## config.mk

```make
export PLATFORM = sky130hd
export DESIGN_NAME = regfile_write_buffer
export DESIGN_NICKNAME = d
export VERILOG_FILES = /design/src/rtl/regfile_write_buffer.sv
export SDC_FILE = /design/constraint.sdc
export NUM_CORES = 1
export LEC_CHECK = 0
export ABC_AREA = 1
export CORE_ASPECT_RATIO = 0.5
export CORE_UTILIZATION = 45
export CTS_BUF_LIST = sky130_fd_sc_hd__clkbuf_16
export CTS_CLUSTER_DIAMETER = 50
export DETAILED_ROUTE_END_ITERATION = 12
export PLACE_DENSITY_LB_ADDON = 0.12
export SLEW_MARGIN = 20
export SYNTH_ARGS = -nofsm -noshare
export SYNTH_HDL_FRONTEND = slang
export SYNTH_SLANG_ARGS = --single-unit
```

## constraint.sdc

```tcl
create_clock -name CLK -period 3 [get_ports CLK]
set_input_delay 0.6 -clock CLK [delete_from_list [all_inputs] [get_ports CLK]]
set_output_delay 0.6 -clock CLK [all_outputs]
set_load 0.01 [all_outputs]
```

## src/rtl/regfile_write_buffer.sv

```systemverilog
// ============================================================================
// Module   : regfile_write_buffer
// Purpose  : In-order write FIFO between writeback and the register file, with
//            two forwarding lookups (enabled by WBUF_FORWARD_EN).
// Revision : 1.0  initial release
// ============================================================================
`default_nettype none

module regfile_write_buffer #(
  parameter int DATA_W = 32,
  parameter int ADDR_W = 5,
  parameter int DEPTH  = 4
) (
  input  logic                     CLK,
  input  logic                     RST,
  input  logic                     PushValid,
  output logic                     PushReady,
  input  logic [ADDR_W-1:0]        PushAddress,
  input  logic [DATA_W-1:0]        PushData,
  input  logic                     DrainEn,
  output logic [ADDR_W-1:0]        WriteAddress,
  output logic [DATA_W-1:0]        WriteData,
  output logic                     ReadWriteEn,
  input  logic [ADDR_W-1:0]        FwdAddress1,
  input  logic [ADDR_W-1:0]        FwdAddress2,
  output logic                     FwdHit1,
  output logic                     FwdHit2,
  output logic [DATA_W-1:0]        FwdData1,
  output logic [DATA_W-1:0]        FwdData2,
  output logic [$clog2(DEPTH):0]   Count
);

  localparam int c_PTR_W = $clog2(DEPTH);
  localparam int c_CNT_W = c_PTR_W + 1;

  logic [ADDR_W-1:0]  r_addrMem [DEPTH];
  logic [DATA_W-1:0]  r_dataMem [DEPTH];
  logic [c_PTR_W-1:0] r_wrPtr;
  logic [c_PTR_W-1:0] r_rdPtr;
  logic [c_CNT_W-1:0] r_count;

  logic w_full;
  logic w_empty;
  logic w_store;
  logic w_pop;

  assign w_full      = (r_count == c_CNT_W'(DEPTH));
  assign w_empty     = (r_count == '0);
  assign PushReady   = !w_full;
  assign ReadWriteEn = !w_empty && DrainEn;
  assign Count       = r_count;

  // Writes to register 0 complete the handshake but are dropped here.
  assign w_store = PushValid && PushReady && (PushAddress != '0);
  assign w_pop   = ReadWriteEn;

  assign WriteAddress = w_empty ? '0 : r_addrMem[r_rdPtr];
  assign WriteData    = w_empty ? '0 : r_dataMem[r_rdPtr];

  always_ff @(posedge CLK) begin
    if (RST) begin
      r_wrPtr <= '0;
      r_rdPtr <= '0;
      r_count <= '0;
    end else begin
      if (w_store) r_wrPtr <= r_wrPtr + c_PTR_W'(1);
      if (w_pop)   r_rdPtr <= r_rdPtr + c_PTR_W'(1);
      case ({w_store, w_pop})
        2'b10:   r_count <= r_count + c_CNT_W'(1);
        2'b01:   r_count <= r_count - c_CNT_W'(1);
        default: r_count <= r_count;
      endcase
    end
  end

  // Entry storage needs no reset; occupancy alone defines which slots are live.
  always_ff @(posedge CLK) begin
    if (w_store && !RST) begin
      r_addrMem[r_wrPtr] <= PushAddress;
      r_dataMem[r_wrPtr] <= PushData;
    end
  end

`ifdef WBUF_FORWARD_EN
  logic [ADDR_W-1:0] w_fwdAddr [2];
  logic              w_fwdHit  [2];
  logic [DATA_W-1:0] w_fwdData [2];

  assign w_fwdAddr[0] = FwdAddress1;
  assign w_fwdAddr[1] = FwdAddress2;

  generate
    for (genvar p = 0; p < 2; p++) begin : g_fwdPort
      // Walk oldest to newest so the newest match overwrites older ones.
      always_comb begin
        logic [c_PTR_W-1:0] idx;
        w_fwdHit[p]  = 1'b0;
        w_fwdData[p] = '0;
        idx          = '0;
        for (int k = 0; k < DEPTH; k++) begin
          idx = r_rdPtr + c_PTR_W'(k);
          if ((c_CNT_W'(k) < r_count) && (w_fwdAddr[p] != '0) &&
              (r_addrMem[idx] == w_fwdAddr[p])) begin
            w_fwdHit[p]  = 1'b1;
            w_fwdData[p] = r_dataMem[idx];
          end
        end
      end
    end
  endgenerate

  assign FwdHit1  = w_fwdHit[0];
  assign FwdHit2  = w_fwdHit[1];
  assign FwdData1 = w_fwdData[0];
  assign FwdData2 = w_fwdData[1];
`else
  logic w_unusedFwdAddr;
  assign w_unusedFwdAddr = ^{FwdAddress1, FwdAddress2};

  assign FwdHit1  = 1'b0;
  assign FwdHit2  = 1'b0;
  assign FwdData1 = '0;
  assign FwdData2 = '0;
`endif

endmodule

`default_nettype wire

```

Word level (Yosys, flattened, before mapping) --
Memories as Yosys holds them, arrays and structs flattened. A register that Yosys moved wholly into a read port is not among the register bits. Index checks and enable logic that the tools add are counted. W data, S select, Z words.
Cells by class: $add $sub $neg 4, eq/ne operators 3, mux-type cells 9, reduce and logical (&&, ||, !) cells 10
Operator list (count):
- $mux W32 | 1
- $mux W2 | 4
- $pmux W3 S2 | 1
- $mux W5 | 1
- $reduce_bool A5 Y1 | 1
- $add A2 B1 Y2 const B | 2
- $logic_and A1 B1 Y1 | 4
- $add A3 B1 Y3 const B | 1
- $eq A3 B3 Y1 const B | 1
- $logic_not A1 Y1 | 3
- $logic_not A3 Y1 | 1
- $sub A3 B1 Y3 const B | 1
- $eq A2 B1 Y1 const B | 1
- $eq A2 B2 Y1 const B | 1
- $mux W1 | 2
- $reduce_bool A2 Y1 | 1
Word-level totals: bits in registers 7, bits in writable memories 148, input bits 51, output and inout port bits 108, word-level logic and storage cells 31, memories 2
Memory list:
- r_dataMem | words 4, bits a word 32, rd ports 1, clocked after memory_dff 1, wr ports 1, RTL line 37 | logic [DATA_W-1:0] r_dataMem [DEPTH];
- r_addrMem | words 4, bits a word 5, rd ports 1, clocked after memory_dff 1, wr ports 1, RTL line 36 | logic [ADDR_W-1:0] r_addrMem [DEPTH];

Longest topological paths before layout --
depth in word-level cells 7, mapped depth 14, gate-level depth less buffers 14

Least setup slack after synthesis --
No wires, ideal clock.
kind input-to-reg, start point in PushAddress[3], end point mem r_addrMem[0][0], enable pin, data arrival time 2585 ps, data required time 2569 ps, setup slack -16 ps, stages 6, cell sequence nor2_1 nand2_1 nor2_1 nor2_1 nand2_1 nor2_1
On the way: word-level cells in the longest chain between the ends 5
Ends and longest elaborated chain:
- start, declared | RTL line 18 | input logic [ADDR_W-1:0] PushAddress,
- $reduce_bool A5 Y1 | RTL line 54 | assign w_store = PushValid && PushReady && (PushAddress != '0);
- $logic_and A1 B1 Y1 | RTL line 54
- $logic_and A1 B1 Y1 | RTL line 78 | if (w_store && !RST) begin
- $mux W1 | RTL line 78
- $mux W1 (not written as such) | RTL line 79 | r_addrMem[r_wrPtr] <= PushAddress;
- end, declared | RTL line 36
Every way passes these cells.

==> flow_summary_export.csv <==
group,metric,value,unit
critical_path,cp-end-kind,"primary output",
timing,maxSlewHeadroom,0.457,
timing,finClkSkew,0.00901,ns
clock_tree,tritoncts,"done",
clock_tree,clock_latency,0.41,ns
run,maxCapViolations,0,
status,status,"finished clean",
critical_path,cp-start-kind,"register",
timing,post-route-period-util,0.958,
yosys,synth_warnings,0,
route,vias,4180,
power_and_ir_drop,switching_share,0.298,
hold_path,hold_start,"r_rdPtr[1]",
timing,hold_violations,0,
floorplan,initial_core_util,0.464,
global_routing,grt_antenna_before_repair,0,
clock_tree,cts_htree_levels,4,
global_routing,grt_first_pass_wirelength,20500,um
power_and_ir_drop,power_frac_comb,0.314,
hold_path,holdPathStages,2,
floorplan,die_area,15500,um2
critical_path,r2r.worst_path.cells,7,
yosys,yosysSeqAreaShare,0.685,
global_routing,overflow,0,
yosys,syn_area,6750,um2
route,antenna_left,0,
finish,drive_gt1_frac,0.0775,
yosys,synth_top_cell_area_share,0.658,
route,drt_wl_total,13200,um
finish,nets,728,
route,drc,0,
power_and_ir_drop,powerDensity,877,nW/um2
yosys,synth_area_leaders,"edfxtp_1 66%, nor2_1 9.3%, buf_4 7.6%",
timing,finalSetupViolations,0,
finish,synthToLayoutAreaGrowth,23.3,%
power_and_ir_drop,p_int,5120,uW
route,viasPerCell,4.74,
yosys,synth_cell_types,20,
clock_tree,cts_sinks,157,
critical_path,cp_max_fo,41,
route,dr.pass1.iters,4,
critical_path,required,2.40,ns
timing,fmax,348,MHz
critical_path,cp.arrival,2.27,ns
power_and_ir_drop,ir_worst_vdd,0.000394,V
floorplan,die_height,88.6,um
timing,finalWorstPathRequiredPeriod,2.87,ns
finish,diodes,0,
global_routing,grt_pass1_vias,3991,
finish,fillers,1135,
placed_design,place.gp.congestion,0.729,
placed_design,numPortBuffers,82,
power_and_ir_drop,clkPwrFrac,0.329,
timing,slew_viol_final,0,
global_routing,grt_max_degree,42,
placed_design,dp_cells,850,
clock_tree,clkSlewWorstSetupHoldPaths,0.06,ns
hold_path,hold_class,"reg2reg",
power_and_ir_drop,power_leakage,0.00301,uW
placed_design,dpl.hpwl,8050,um
route,wire_per_inst,15.0,um
route,drt_iter0_drc,223,
critical_path,critPathKind,"reg2out",
floorplan,coreArea,14500,um2
finish,fin_cells,882,
yosys,ys_seq_elements,157,
yosys,yosysTopAreaCell,"edfxtp_1",
clock_tree,numCtsBuffers,17,
critical_path,r2r_start,"Count[1]",
timing,tightest_slew,0.815,ns
timing,final.setup.tns,0,ns
power_and_ir_drop,switchingPower,2180,uW
yosys,syn_inst,582,
clock_tree,root_buffer,"clkbuf_16",
power_and_ir_drop,power_frac_seq,0.357,
floorplan,rows,31,
clock_tree,clock_path_buffers,2,
yosys,syn_avg_cell_area,11.6,um2
floorplan,fp.dieW,175,um
global_routing,grtUsageTotal,0.180,
floorplan,io_pins,159,
cells by family (layout without fill, tap and decap cells):
kind of cell	Yosys count	after routing	synth area share
DFF	157	157	0.685
buffers and inverters	113	150	0.110
and+or+nand+nor	187	187	0.105
adders and majority gates	6	6	0.0122
other	1	66	0.000556
AOI/OAI and AO/OA	117	117	0.0867
xor gates and xnor gates	1	1	0.00130
power groups by stage:
| stage | logic [uW] | registers (uW) | clock network (uW) |
|---|---|---|---|
| floorplan | 1250 | 2640 | 0 |
| finish | 2290 | 2610 | 2400 |
| detailed placement | 2290 | 2650 | 0 |
| global placement | 2290 | 2640 | 0 |
| CTS | 2320 | 2600 | 2430 |
| global route | 2520 | 2620 | 2520 |
worst max-delay path: stages (launching register included):
cell             delay (ns)
dfxtp_2                0.50
buf_12                 0.25
nor2_1                 0.09
nor2_1                 0.13
o21ai_0                0.13
a21oi_1                0.19
clkdlybuf4s50_1        0.57
routing by layer:
| metal | global-route usage | vias to the layer above | share of wire |
|---|---|---|---|
| li1 | - | 2039 | - |
| met1 | 0.228 | 2005 | 0.46 |
| met2 | 0.308 | 123 | 0.49 |
| met3 | 0.0460 | 13 | 0.044 |
| met4 | 0.0553 | 0 | 0.010 |
| met5 | 0 | - | 0 |
area by class of cell:
type                            count  area, um2  share of cell area
Multi-Input combinational cell    377       1660               0.200
Sequential cell                   157       4630               0.556
Clock inverter                     15        243              0.0292
Timing Repair Buffer               97       1040               0.125
Inverter                           21       81.3             0.00977
Clock buffer                       17        425              0.0511
Tap cell                          198        248              0.0298
what timing repair did:
item                                    in CTS  in global routing
gates resized for setup                      1                  5
hold buffers                                 0                  0
endpoints found under the setup margin       2                  8
buffers inserted                             0                  0
cells in the final DEF, fill, tap and decap left out, types with 4 or more instances in the layout:
master           instances
edfxtp_1               148
nand2_1                 16
dfxtp_1                  8
buf_12                   8
clkbuf_16               17
o21ai_1                 41
bufinv_16                6
clkdlybuf4s50_1         82
a21oi_1                 41
conb_1                  66
o21ai_0                 35
nor2_4                   4
buf_4                    6
inv_1                   19
ha_1                     5
nor2_1                 164
stage by stage:
stage	setup WS, ns	cell area (um2)	hold slack [ns]	total power (uW)	util
2_1_floorplan	-0.0165	6990	0.462	3890	-
3_3_place_gp	0.335	7630	0.481	4940	0.525
3_5_place_dp	0.313	7630	0.488	4940	0.525
4_1_cts	0.0174	8310	0.497	7360	0.571
5_1_grt	-0.00499	8320	0.526	7660	0.572
6_report	0.126	8320	0.498	7300	0.572
sequential cells by signal, summed over array words and instances (netlist names), named ones only:
| register | flops |
|---|---|
| Count | 3 |
| r_wrPtr | 2 |
| r_rdPtr | 2 |
| r_dataMem | 128 |
| r_addrMem | 20 |
path summary, 6_finish.rpt:
kind / end / slack (ns)
worst max-delay path: WriteData[31] / 0.13
worst max register to register: r_dataMem[3][22] / 0.96
worst min register to register: r_rdPtr[1] / 0.50
worst min-delay path: r_rdPtr[1] / 0.50
cells in the mapped netlist, drive strengths merged:
library cell,count
a21oi,41
buf,83
clkbuf,9
conb,1
dfxtp,9
edfxtp,148
fa,1
ha,5
inv,21
nand2,16
nand3,3
nor2,168
o21ai,76
xor2,1
Note: power is estimated with default switching activity, not from simulation.
